`config.mk`:
```
export PLATFORM = sky130hd
export DESIGN_NAME = move_sequencer
export DESIGN_NICKNAME = d
export VERILOG_FILES = /design/src/rtl/ttt_pkg.sv /design/src/rtl/key_classify.sv /design/src/rtl/move_sequencer.sv
export SDC_FILE = /design/constraint.sdc
export NUM_CORES = 1
export LEC_CHECK = 0
export ABC_AREA = 1
export CORE_UTILIZATION = 49
export DETAILED_ROUTE_END_ITERATION = 6
export PLACE_DENSITY = 0.78
export SKIP_LAST_GASP = 1
export SYNTH_ARGS = -nofsm -noshare
export SYNTH_HDL_FRONTEND = slang
export SYNTH_SLANG_ARGS = --single-unit
```
`constraint.sdc`:
```
create_clock -name clock -period 3.1 [get_ports clock]
set_clock_uncertainty 0.2 [all_clocks]
set_input_delay 0.93 -clock clock [delete_from_list [all_inputs] [get_ports clock]]
set_output_delay 0.93 -clock clock [all_outputs]
set_load 0.02 [all_outputs]
```
`src/rtl/ttt_pkg.sv`:
```
// Shared codes for the tic-tac-toe move sequencer: symbols, players, winners,
// sequencer states and the ASCII keys it understands.
package ttt_pkg;

   localparam logic [1:0] SYM_EMPTY = 2'b00;
   localparam logic [1:0] SYM_X     = 2'b01;
   localparam logic [1:0] SYM_O     = 2'b10;

   localparam logic [1:0] PLAYER_1  = 2'b01;
   localparam logic [1:0] PLAYER_2  = 2'b10;

   localparam logic [1:0] WIN_NONE  = 2'b00;
   localparam logic [1:0] WIN_TIE   = 2'b11;

   localparam logic [1:0] RESULT_TIE = 2'b11;

   typedef enum logic [2:0] {
      S_POS,
      S_SYM,
      S_COMMIT,
      S_DRAW,
      S_DRAW_WAIT,
      S_CHECK,
      S_OVER
   } state_t;

   localparam logic [6:0] ASC_0  = 7'h30;
   localparam logic [6:0] ASC_1  = 7'h31;
   localparam logic [6:0] ASC_9  = 7'h39;
   localparam logic [6:0] ASC_X  = 7'h58;
   localparam logic [6:0] ASC_XL = 7'h78;
   localparam logic [6:0] ASC_O  = 7'h4F;
   localparam logic [6:0] ASC_OL = 7'h6F;
   localparam logic [6:0] ASC_R  = 7'h52;
   localparam logic [6:0] ASC_RL = 7'h72;
   localparam logic [6:0] ASC_U  = 7'h55;
   localparam logic [6:0] ASC_UL = 7'h75;

   // Cell n (1..9) lives at bits [2n-1:2n-2].
   function automatic logic [1:0] cell_at(input logic [17:0] cells, input logic [3:0] pos);
      logic [4:0] lo;
      lo = {pos, 1'b0} - 5'd2;
      return 2'(cells >> lo);
   endfunction

   function automatic logic [1:0] other_player(input logic [1:0] p);
      return (p == PLAYER_1) ? PLAYER_2 : PLAYER_1;
   endfunction

endpackage

```
`src/rtl/key_classify.sv`:
```
// Combinational decode of a keyboard ASCII code into the key classes the
// move sequencer reacts to.
module key_classify (
   input  logic [6:0] key_ascii,
   output logic       is_digit,
   output logic [3:0] digit,
   output logic       is_x,
   output logic       is_o,
   output logic       is_r,
   output logic       is_u
);
   import ttt_pkg::*;

   always_comb begin
      is_digit = (key_ascii >= ASC_1) && (key_ascii <= ASC_9);
      digit    = is_digit ? 4'(key_ascii - ASC_0) : 4'd0;
      is_x     = (key_ascii == ASC_X) || (key_ascii == ASC_XL);
      is_o     = (key_ascii == ASC_O) || (key_ascii == ASC_OL);
      is_r     = (key_ascii == ASC_R) || (key_ascii == ASC_RL);
      is_u     = (key_ascii == ASC_U) || (key_ascii == ASC_UL);
   end

endmodule

```
`src/rtl/move_sequencer.sv`:
```
// Keyboard-driven move sequencer: position/symbol entry, board write, render
// handshake with timeout, end-of-game check. Define MOVE_UNDO_EN for one-level undo.
module move_sequencer #(
   parameter int DRAW_TIMEOUT = 1024
) (
   input  logic        clock,
   input  logic        resetn,
   input  logic        key_valid,
   input  logic [6:0]  key_ascii,
   input  logic [17:0] cell_state,
   input  logic        check,
   input  logic [1:0]  result,
   input  logic        draw_done,
   output logic        wr_en,
   output logic [3:0]  wr_pos,
   output logic [1:0]  wr_sym,
   output logic        draw_start,
   output logic [1:0]  turn,
   output logic        game_over,
   output logic [1:0]  winner,
   output logic        err
);
   import ttt_pkg::*;

   localparam int             CNT_W    = $clog2(DRAW_TIMEOUT + 1);
   localparam logic [CNT_W-1:0] CNT_LAST = CNT_W'(DRAW_TIMEOUT - 1);

   logic       key_is_digit, key_is_x, key_is_o, key_is_r, key_is_u;
   logic [3:0] key_digit;
   logic       digit_free;

   key_classify u_key (
      .key_ascii (key_ascii),
      .is_digit  (key_is_digit),
      .digit     (key_digit),
      .is_x      (key_is_x),
      .is_o      (key_is_o),
      .is_r      (key_is_r),
      .is_u      (key_is_u)
   );

   assign digit_free = key_is_digit && (cell_at(cell_state, key_digit) == SYM_EMPTY);

   state_t           state_q, state_d;
   logic [3:0]       pos_q, pos_d;
   logic [CNT_W-1:0] cnt_q, cnt_d;
   logic [1:0]       turn_q, turn_d;
   logic             game_over_q, game_over_d;
   logic [1:0]       winner_q, winner_d;
   logic             wr_en_q, wr_en_d;
   logic [3:0]       wr_pos_q, wr_pos_d;
   logic [1:0]       wr_sym_q, wr_sym_d;
   logic             draw_start_q, draw_start_d;
   logic             err_q, err_d;

`ifdef MOVE_UNDO_EN
   logic [3:0] last_pos_q, last_pos_d;
   logic [1:0] last_turn_q, last_turn_d;
   logic       last_vld_q, last_vld_d;
   logic       undo_q, undo_d;
`else
   logic unused_u;
   assign unused_u = key_is_u;
`endif

   always_comb begin
      state_d      = state_q;
      pos_d        = pos_q;
      cnt_d        = cnt_q;
      turn_d       = turn_q;
      game_over_d  = game_over_q;
      winner_d     = winner_q;
      wr_en_d      = 1'b0;
      wr_pos_d     = 4'd0;
      wr_sym_d     = SYM_EMPTY;
      draw_start_d = 1'b0;
      err_d        = 1'b0;
`ifdef MOVE_UNDO_EN
      last_pos_d   = last_pos_q;
      last_turn_d  = last_turn_q;
      last_vld_d   = last_vld_q;
      undo_d       = undo_q;
`endif
      // Outputs are registered, so strobes are raised on the transition into
      // the state that owns them and line up with that state's cycle.
      case (state_q)
         S_POS: begin
            if (key_valid) begin
               if (digit_free) begin
                  pos_d   = key_digit;
                  state_d = S_SYM;
               end
`ifdef MOVE_UNDO_EN
               else if (key_is_u && last_vld_q) begin
                  wr_en_d    = 1'b1;
                  wr_pos_d   = last_pos_q;
                  wr_sym_d   = SYM_EMPTY;
                  last_vld_d = 1'b0;
                  undo_d     = 1'b1;
                  state_d    = S_COMMIT;
               end
`endif
               else begin
                  err_d = 1'b1;
               end
            end
         end
         S_SYM: begin
            if (key_valid) begin
               if (key_is_x || key_is_o) begin
                  wr_en_d  = 1'b1;
                  wr_pos_d = pos_q;
                  wr_sym_d = key_is_x ? SYM_X : SYM_O;
                  state_d  = S_COMMIT;
`ifdef MOVE_UNDO_EN
                  last_pos_d  = pos_q;
                  last_turn_d = turn_q;
                  last_vld_d  = 1'b1;
                  undo_d      = 1'b0;
`endif
               end else if (digit_free) begin
                  pos_d = key_digit;
               end else begin
                  err_d = 1'b1;
               end
            end
         end
         S_COMMIT: begin
            draw_start_d = 1'b1;
            state_d      = S_DRAW;
         end
         S_DRAW: begin
            cnt_d   = '0;
            state_d = S_DRAW_WAIT;
         end
         S_DRAW_WAIT: begin
            if (draw_done) begin
               state_d = S_CHECK;
            end else if (cnt_q == CNT_LAST) begin
               err_d   = 1'b1;
               state_d = S_CHECK;
            end else begin
               cnt_d = cnt_q + 1'b1;
            end
         end
         S_CHECK: begin
            state_d = S_POS;
`ifdef MOVE_UNDO_EN
            if (undo_q) begin
               // Hand the move back to whoever made the undone move.
               turn_d = last_turn_q;
               undo_d = 1'b0;
            end else
`endif
            if (!check) begin
               turn_d = other_player(turn_q);
            end else begin
               game_over_d = 1'b1;
               winner_d    = (result == RESULT_TIE) ? WIN_TIE : other_player(turn_q);
               state_d     = S_OVER;
            end
         end
         S_OVER: begin
            if (key_valid && key_is_r) begin
               state_d     = S_POS;
               pos_d       = 4'd0;
               cnt_d       = '0;
               turn_d      = PLAYER_1;
               game_over_d = 1'b0;
               winner_d    = WIN_NONE;
`ifdef MOVE_UNDO_EN
               last_pos_d  = 4'd0;
               last_turn_d = 2'b00;
               last_vld_d  = 1'b0;
               undo_d      = 1'b0;
`endif
            end
         end
         default: state_d = S_POS;
      endcase
   end

   always_ff @(posedge clock) begin
      if (!resetn) begin
         state_q      <= S_POS;
         pos_q        <= 4'd0;
         cnt_q        <= '0;
         turn_q       <= PLAYER_1;
         game_over_q  <= 1'b0;
         winner_q     <= WIN_NONE;
         wr_en_q      <= 1'b0;
         wr_pos_q     <= 4'd0;
         wr_sym_q     <= SYM_EMPTY;
         draw_start_q <= 1'b0;
         err_q        <= 1'b0;
`ifdef MOVE_UNDO_EN
         last_pos_q   <= 4'd0;
         last_turn_q  <= 2'b00;
         last_vld_q   <= 1'b0;
         undo_q       <= 1'b0;
`endif
      end else begin
         state_q      <= state_d;
         pos_q        <= pos_d;
         cnt_q        <= cnt_d;
         turn_q       <= turn_d;
         game_over_q  <= game_over_d;
         winner_q     <= winner_d;
         wr_en_q      <= wr_en_d;
         wr_pos_q     <= wr_pos_d;
         wr_sym_q     <= wr_sym_d;
         draw_start_q <= draw_start_d;
         err_q        <= err_d;
`ifdef MOVE_UNDO_EN
         last_pos_q   <= last_pos_d;
         last_turn_q  <= last_turn_d;
         last_vld_q   <= last_vld_d;
         undo_q       <= undo_d;
`endif
      end
   end

   assign wr_en      = wr_en_q;
   assign wr_pos     = wr_pos_q;
   assign wr_sym     = wr_sym_q;
   assign draw_start = draw_start_q;
   assign turn       = turn_q;
   assign game_over  = game_over_q;
   assign winner     = winner_q;
   assign err        = err_q;

endmodule

```
==> flow_metrics.env <==
export IMPL_grt_overflow_total=0
export IMPL_antenna_found_initial=0
export IMPL_path_max_fanout=8
export IMPL_hold_depth=2
export IMPL_crit_slowest_cell="clkdlybuf4s50_1"
export IMPL_grt_max_degree=12
export IMPL_place_inst=401
export IMPL_row_count=22
export IMPL_cp_slowest_stage_delay_ns=0.49
export IMPL_powerDensity_nw_per_um2=311.3
export IMPL_cts_root_buf="clkbuf_8"
export IMPL_ys_seq_area_share_pct=34.45
export IMPL_grt_pass1_wl_mm=8.073
export IMPL_cts_buffers=5
export IMPL_drc=0
export IMPL_ys_ff_latch=32
export IMPL_hold_buffers=0
export IMPL_postRouteAntennaNets=0
export IMPL_htreeDepth=2
export IMPL_layout_drive_gt1_share_pct=20.33
export IMPL_worst_pin_slew_ns=0.6563
export IMPL_n_antenna_cell=0
export IMPL_fp_dieW_microns=63.60
export IMPL_setup_viol=0
export IMPL_worst_ep_arrival_time_ns=3.00
export IMPL_synth_area_leaders="dfxtp_1 (34%), nand2_1 (12%), nand3_1 (9.2%)"
export IMPL_fin_crit_ns=3.027
export IMPL_cts_tree="built"
export IMPL_die_y_microns=63.60
export IMPL_syn_area_sq_um=1859
export IMPL_timing_rr_start="cnt_q[0]$_SDFFE_PN0P_"
export IMPL_drt_pass1_iterations=5
export IMPL_wire_per_inst_microns=11.54
export IMPL_total_leakage_power_uw=0.001187
export IMPL_final_hold_violation_count=0
export IMPL_mostFrequentLayoutCells="nand2_1 (54), inv_1 (41), clkdlybuf4s50_1 (41)"
export IMPL_cp_end_kind="flip-flop"
export IMPL_min_delay_start="pos_q[3]$_SDFFE_PN0P_"
export IMPL_synthCells=279
export IMPL_setup_tns_final_ns=0
export IMPL_syn_nets=313
export IMPL_ir_worst_vdd_uv=289.4
export IMPL_grt_usage_pct=24.86
export IMPL_yosysTopAreaCellShare_pct=34.45
export IMPL_num_nets_final=397
export IMPL_cts_max_path_buffers=2
export IMPL_viasPerCell=5.126
export IMPL_critPathLaunchType="input port"
export IMPL_port_buffers=45
export IMPL_status="complete, no violations"
export IMPL_layout_commonest_cell="nand2_1"
export IMPL_drt_wl_total_mm=4.753
export IMPL_stdcell_count=412
export IMPL_gp_congestion=0.9407
export IMPL_cp_common_cell="nand3_2"
export IMPL_dp_hpwl_mm=3.495
export IMPL_max_clock_freq_mhz=330.4
export IMPL_fin_util_pct=75.46
export IMPL_die_area_sq_um=4045
export IMPL_cp_data_required_time_ns=3.07
export IMPL_min_path_type="flip-flop to flip-flop"
export IMPL_drt_iter0_drc=147
export IMPL_syn_to_final_growth_pct=48.59
export IMPL_cp_cell_sequence="clkdlybuf4s50_1 -> nand2_1 -> nor2_4 -> nand2_2 -> nor2_2 -> inv_1 -> ha_2 -> nand3_1 -> o21ai_2 -> nand3_2 -> nand3_2 -> nand2_4 -> a21oi_1 -> nor2_1"
export IMPL_grt_pass1_vias=2018
export IMPL_drv_cap=0
export IMPL_fin_crit_sh_pct=97.63
export IMPL_drv_slew=0
export IMPL_via_count=2112
export IMPL_synth_cell_types=33
export IMPL_synth_top_area_cell="dfxtp_1"
export IMPL_rr_worst_depth=11
export IMPL_clkSlewWorstSetupHoldPaths_ns=0.07
export IMPL_initial_utilization_pct=50.79
export IMPL_crit_start="key_ascii[5]"
export IMPL_yosys_warnings=0
export IMPL_synth_area_per_cell_sq_um=6.664
export IMPL_cts_sinks=32
export IMPL_io_pins=46
export IMPL_core_sq_um=3661
export IMPL_max_slew_margin_pct=55.67
export IMPL_clkLatencyLatePin_ns=0.28
export IMPL_criticalPathCategory="input port to flip-flop"
report_power, final:
group / switching (uW) / internal (uW) / total [uW]
combinational: 59.8 / 73.0 / 133
sequential: 1.34 / 413 / 414
clock: 157 / 156 / 313
total: 218 / 642 / 860
registers in the layout, summed over array words and instances, names as in the netlist:
name	cells
wr_pos	4
wr_sym	2
wr_en	1
turn	2
pos_q	4
draw_start	1
game_over	1
cnt_q	11
state_q	3
winner	2
err	1
final timing paths:
path	slack, ns	end
setup / recovery	0.07	pos_q[3]$_SDFFE_PN0P_
hold / removal	0.23	wr_pos[3]$_SDFF_PN0_
setup reg to reg	0.83	state_q[1]$_SDFFE_PN0P_
hold reg to reg	0.23	wr_pos[3]$_SDFF_PN0_
routing by layer:
layer  vias up  global-route usage (%)  part of all wire [%]
met5         -                       0                     0
met4         0                   7.670                  0.99
met3        12                   4.891                   4.7
met2        58                   44.15                    49
met1       955                   29.68                    45
li1       1087                       -                     -
logic make-up after synthesis:
family,synth area share [%]
and+or+nand+nor,39.84
buffers and inverters,9.825
xor gates and xnor gates,2.355
adders and majority gates,1.346
AOI/OAI and AO/OA,12.18
DFF,34.45
cell usage after synthesis (all sizes together):
master  count
or2         1
nand3      36
xor2        4
o21ai       9
xnor2       1
o41ai       2
inv        46
nor3       11
a211oi      1
nand2      59
ha          2
nand4       6
dfxtp      32
o211ai      2
o21bai      2
a21oi      19
nor3b       4
clkbuf      2
nor4        4
nor2       36
stage by stage:
step	worst slack (ns)	area (sq um)	hold WS (ns)	power [uW]
after global placement	-0.2557	2595	0.2232	545.7
after CTS	0.01672	2698	0.2289	861.8
after detailed placement	-0.3392	2595	0.2179	547.2
after floorplan	0.3310	1859	0.2081	469.0
final	0.07341	2763	0.2255	860.1
after global routing	-0.06172	2763	0.2497	895.1
critical path, delay by kind of cell:
family	cells	cell delay, ns
buf+inv	2	0.54
fa+ha+maj	1	0.30
compound gates	2	0.31
simple gates	9	0.92
cell type report:
cell class,count,area (sq um)
Clock buffer,5,68.82
Clock inverter,3,18.77
Fill cell,284,898.4
Inverter,46,175.2
Multi-Input combinational cell,199,1091
Sequential cell,32,640.6
Tap cell,48,60.06
Timing Repair Buffer,79,708.2
timing repair:
action / in CTS / in global routing
resized for setup: 6 / 14
buffers inserted: 0 / 3
pin swaps: 0 / 4
endpoints found under the setup margin: 7 / 8
Power figures use the tool's default switching activity.
==> patch 1, RTL diff (same settings) <==
Set the parameter `DRAW_TIMEOUT` to 256 (it was 1024).
--- a/src/rtl/move_sequencer.sv
+++ b/src/rtl/move_sequencer.sv
@@ -2,5 +2,5 @@
 // handshake with timeout, end-of-game check. Define MOVE_UNDO_EN for one-level undo.
 module move_sequencer #(
-   parameter int DRAW_TIMEOUT = 1024
+   parameter int DRAW_TIMEOUT = 256
 ) (
    input  logic        clock,
Formal check against the unedited RTL: same outputs for any inputs over 10 cycles, from zero or initial values and one cycle with resetn low; that may be too few to reach the edited logic, so the function may still have changed.
==> patch 1 against the original RTL <==
- design area is 8.8% lower
- sequential cell count decreased by 2
- count of clock-buffer cells in the layout grew 2
- worst setup slack better by 160 ps
- register-to-register slack improved by 30 ps
- critical path depth rose by 5
- routed wire length down 15%
- via count down 13%
- area after synthesis fell by 4.9%
- critical path type unchanged
Power is not compared: it rests on default switching activity, and its combinational part moved more than twofold at a synthesized area within 25%.
==> patch 1: results (changes against the original RTL) <==
metric;value;unit;change
holdWs;225.6;ps;+0.08800 ps
track_usage;22.41;%;-2.4 points
gp_congestion;0.8588;;-8.7%
synthTopCellsByCount;nand2_1, nor2_1, inv_1, dfxtp_1, nand3_1;;
hp-class;register to register;;
fmax;348.3;MHz;+5.4%
synth.area.top_cells;dfxtp_1, nand2_1, nor2_1;;
port_buffers;45;;unchanged
gr-usage-met1;28.21;%;-1.5 points
place_ws;-489.1;ps;-149.9 ps
cts_resized;5;;-1
reg2reg_to;state_q[2];;
clkLatencyLatePin;330;ps;+50 ps
drive_gt1_share;22.63;%;+2.3 points
wl_met3;200;µm;-11%
nFillCells;279;;-1.8%
clockPowerShare;23.8;%;
p_per_area;400.6;nW/µm²;
max_stage_delay;190;ps;-300 ps
cts_root_buffer;clkbuf_4;;
wl_met2;1914;µm;-18%
max_slew_margin;57.10;%;+1.4 points
synthesis.nets;288;;-8.0%
met2_usage;36.63;%;-7.5 points
hold_buffers;0;;unchanged
startpoint;key_ascii[3];;
switching_share;34.99;%;
ys_seq_area_share;33.97;%;-0.48 points
grt_pass1_vias;1562;;-23%
cpMaxStageDelayCell;ha_2;;
synth.distinct_cells;42;;+27%
seq_area;600.6;µm²;-6.2%
syn_avg_cell_area;6.988;µm²;+4.9%
async_flop_share;0;%;unchanged
numCtsBuffers;5;;unchanged
first_pass_iters;5;;unchanged
grt_pass1_wl;6348;µm;-21%
clk_pin_slew;100;ps;+30 ps
cts.path.max_buffers;2;;unchanged
synth_top_flop_cell;dfxtp_1;;
largest_reg_flops;9;;-2
r2r-start;cnt_q[0];;
dp_hpwl;3194;µm;-8.6%
use_met3;5.797;%;+0.91 points
drt_iter0_drc;79;;-46%
routed_wirelength;4036;µm;-15%
outcome;complete, no violations;;
cpLargestDelayFamily;simple AND/OR/NAND/NOR gates;;
via_count;1836;;-13%
grt_max_degree;10;;-2
worst-r2r-setup-slack;860;ps;+30 ps
vias_per_cell;4.922;;-4.0%
cp_data_arrival_time;2890;ps;-110 ps
ys_warn_count;0;;unchanged
pwr-share-seq;42.3;%;
wl_met1;1868;µm;-13%
reg2reg_depth;11;;unchanged
layout.nets;361;;-9.1%
place_area;2434;µm²;-6.2%
crit_path_end;pos_q[3];;
-- patch 1: cell families after synthesis --
kind of cell / count (synthesis) / share of synthesized area (%)
adders and majority gates: 3 / 2.123
DFF: 30 / 33.97
and+or+nand+nor: 142 / 41.12
AOI/OAI and AO/OA: 34 / 12.81
xor gates and xnor gates: 1 / 0.4955
buffers and inverters: 43 / 9.483
-- patch 1: layout make-up --
cell class / instances / area share, %
multi-input cells: 180 / 40.91
repair buffers: 69 / 24.53
flip-flops and latches: 30 / 23.83
inverters: 40 / 6.058
well taps: 46 / 2.284
clock buffers: 7 / 2.185
clock inverters: 1 / 0.1986
-- patch 1: worst min path at each step --
stage	from	end	depth (start not counted)
2_1_floorplan	pos_q[0]	wr_pos[0]	2
3_3_place_gp	pos_q[0]	wr_pos[0]	2
3_5_place_dp	pos_q[1]	wr_pos[1]	2
4_1_cts	pos_q[3]	wr_pos[3]	2
5_1_grt	pos_q[3]	wr_pos[3]	2
6_report	pos_q[3]	wr_pos[3]	2
==> patch 2, RTL diff (same flow settings) <==
Without the edit above. Register the inputs `key_valid`, `key_ascii`, `cell_state`, `check`, `result` and `draw_done` before use, with the module's reset. The logic sees them one clock later.
--- a/src/rtl/move_sequencer.sv
+++ b/src/rtl/move_sequencer.sv
@@ -26,4 +26,29 @@
    localparam logic [CNT_W-1:0] CNT_LAST = CNT_W'(DRAW_TIMEOUT - 1);
 
+   logic key_valid_q;
+   logic [6:0] key_ascii_q;
+   logic [17:0] cell_state_q;
+   logic check_q;
+   logic [1:0] result_q;
+   logic draw_done_q;
+
+   always_ff @(posedge clock) begin
+      if (!resetn) begin
+         key_valid_q  <= '0;
+         key_ascii_q  <= '0;
+         cell_state_q <= '0;
+         check_q      <= '0;
+         result_q     <= '0;
+         draw_done_q  <= '0;
+      end else begin
+         key_valid_q  <= key_valid;
+         key_ascii_q  <= key_ascii;
+         cell_state_q <= cell_state;
+         check_q      <= check;
+         result_q     <= result;
+         draw_done_q  <= draw_done;
+      end
+   end
+
    logic       key_is_digit, key_is_x, key_is_o, key_is_r, key_is_u;
    logic [3:0] key_digit;
@@ -31,5 +56,5 @@
 
    key_classify u_key (
-      .key_ascii (key_ascii),
+      .key_ascii (key_ascii_q),
       .is_digit  (key_is_digit),
       .digit     (key_digit),
@@ -40,5 +65,5 @@
    );
 
-   assign digit_free = key_is_digit && (cell_at(cell_state, key_digit) == SYM_EMPTY);
+   assign digit_free = key_is_digit && (cell_at(cell_state_q, key_digit) == SYM_EMPTY);
 
    state_t           state_q, state_d;
@@ -86,5 +111,5 @@
       case (state_q)
          S_POS: begin
-            if (key_valid) begin
+            if (key_valid_q) begin
                if (digit_free) begin
                   pos_d   = key_digit;
@@ -107,5 +132,5 @@
          end
          S_SYM: begin
-            if (key_valid) begin
+            if (key_valid_q) begin
                if (key_is_x || key_is_o) begin
                   wr_en_d  = 1'b1;
@@ -135,5 +160,5 @@
          end
          S_DRAW_WAIT: begin
-            if (draw_done) begin
+            if (draw_done_q) begin
                state_d = S_CHECK;
             end else if (cnt_q == CNT_LAST) begin
@@ -153,14 +178,14 @@
             end else
 `endif
-            if (!check) begin
+            if (!check_q) begin
                turn_d = other_player(turn_q);
             end else begin
                game_over_d = 1'b1;
-               winner_d    = (result == RESULT_TIE) ? WIN_TIE : other_player(turn_q);
+               winner_d    = (result_q == RESULT_TIE) ? WIN_TIE : other_player(turn_q);
                state_d     = S_OVER;
             end
          end
          S_OVER: begin
-            if (key_valid && key_is_r) begin
+            if (key_valid_q && key_is_r) begin
                state_d     = S_POS;
                pos_d       = 4'd0;
Function: changed (Yosys sat finds a counterexample within 4 cycles, from zero or initial values and one cycle with resetn low).
==> patch 2 against the original RTL <==
- cell count is 23% higher
- worst setup slack better by 480 ps
- fmax is 19% higher
- routed wire length is 5.2% higher
- critical path depth is 2 higher
- via count is 14% higher
- design area is 30% higher
- area after synthesis is 53% higher
- hold slack better by 3.2 ps
- clock power is 150% higher
- sequential cell count is 30 higher
- total power is 100% higher
- register-to-register slack worse by 280 ps
- critical endpoint is now pos_q[1]
- highest routed layer unchanged
- non-clock buffer count is 33 lower
==> patch 2: results (changes against the original RTL) <==
metric;value;unit;change
synth_adder_area_share;0.8814;%;-0.46 points
met2_usage;28.42;%;-16 points
p_per_area;484.0;nW/µm²;+55%
clkCellAreaFrac;6.172;%;+3.0 points
hold_start;pos_q[2];;
dp_hpwl;3710;µm;+6.2%
grt_max_degree;39;;+27
vdd_drop_max;310.2;µV;+7.2%
reg2reg_to;pos_q[1];;
gr-usage-met1;22.18;%;-7.5 points
multi_input_gates;237;;+19%
wl_met2;2234;µm;-4.5%
layout.nets;465;;+17%
vias_per_cell;4.730;;-7.7%
pg_seq;0.833;mW;+100%
nFillCells;496;;+75%
synthXorXnorAreaFrac;1.234;%;-1.1 points
ys_ff_latch;62;;+94%
clkLatencyLatePin;340;ps;+60 ps
synth.area.top_cells;dfxtp_1, nand2_1, inv_1;;
wl_met3;293;µm;+30%
place_ws;598.8;ps;+938.0 ps
nClkBuffers;11;;+6
syn_avg_cell_area;7.491;µm²;+12%
outcome;complete, no violations;;
synthesis.nets;413;;+32%
dpl.cell_count;492;;+23%
htree_num_levels;3;;+1
grt_pass1_vias;2052;;+1.7%
track_usage;18.14;%;-6.7 points
use_met3;7.209;%;+2.3 points
holdPathEnd;wr_pos[2];;
numCtsBuffers;9;;+4
finalCriticalPeriod;2546;ps;-480.9 ps
syn_inst;379;;+36%
buffers;46;;-42%
drt_iter0_drc;81;;-45%
drive_gt1_share;14.02;%;-6.3 points
synth_compound_area_share;7.889;%;-4.3 points
holdWs;228.7;ps;+3.161 ps
==> patch 2: cell types whose count changed in the layout (fill, tap and decap cells not counted), moves of 3 or more <==
| cell | delta |
|---|---|
| nand2_2 | +8 |
| nand3_1 | -9 |
| clkbuf_8 | +6 |
| buf_4 | -33 |
| inv_1 | +25 |
| clkdlybuf4s50_1 | +4 |
| nand2_1 | +33 |
| inv_2 | +5 |
| a21oi_1 | +4 |
| dfxtp_1 | +30 |
| nor3b_1 | -4 |
| a21oi_2 | -3 |
==> patch 2: critical path, cell delays in order, from the launching register on <==
cell and delay (ps):
dfxtp_1 460, inv_2 120, nand2_1 80, nand2_1 90, nand3_4 130, nand2_1 80
nor2_1 120, inv_1 60, ha_1 190, xnor2_1 260, o21ai_1 130, nand3_2 110
nand3_2 90, nand2_4 110, nand3_1 70, nand2_1 80, nor2_1 40
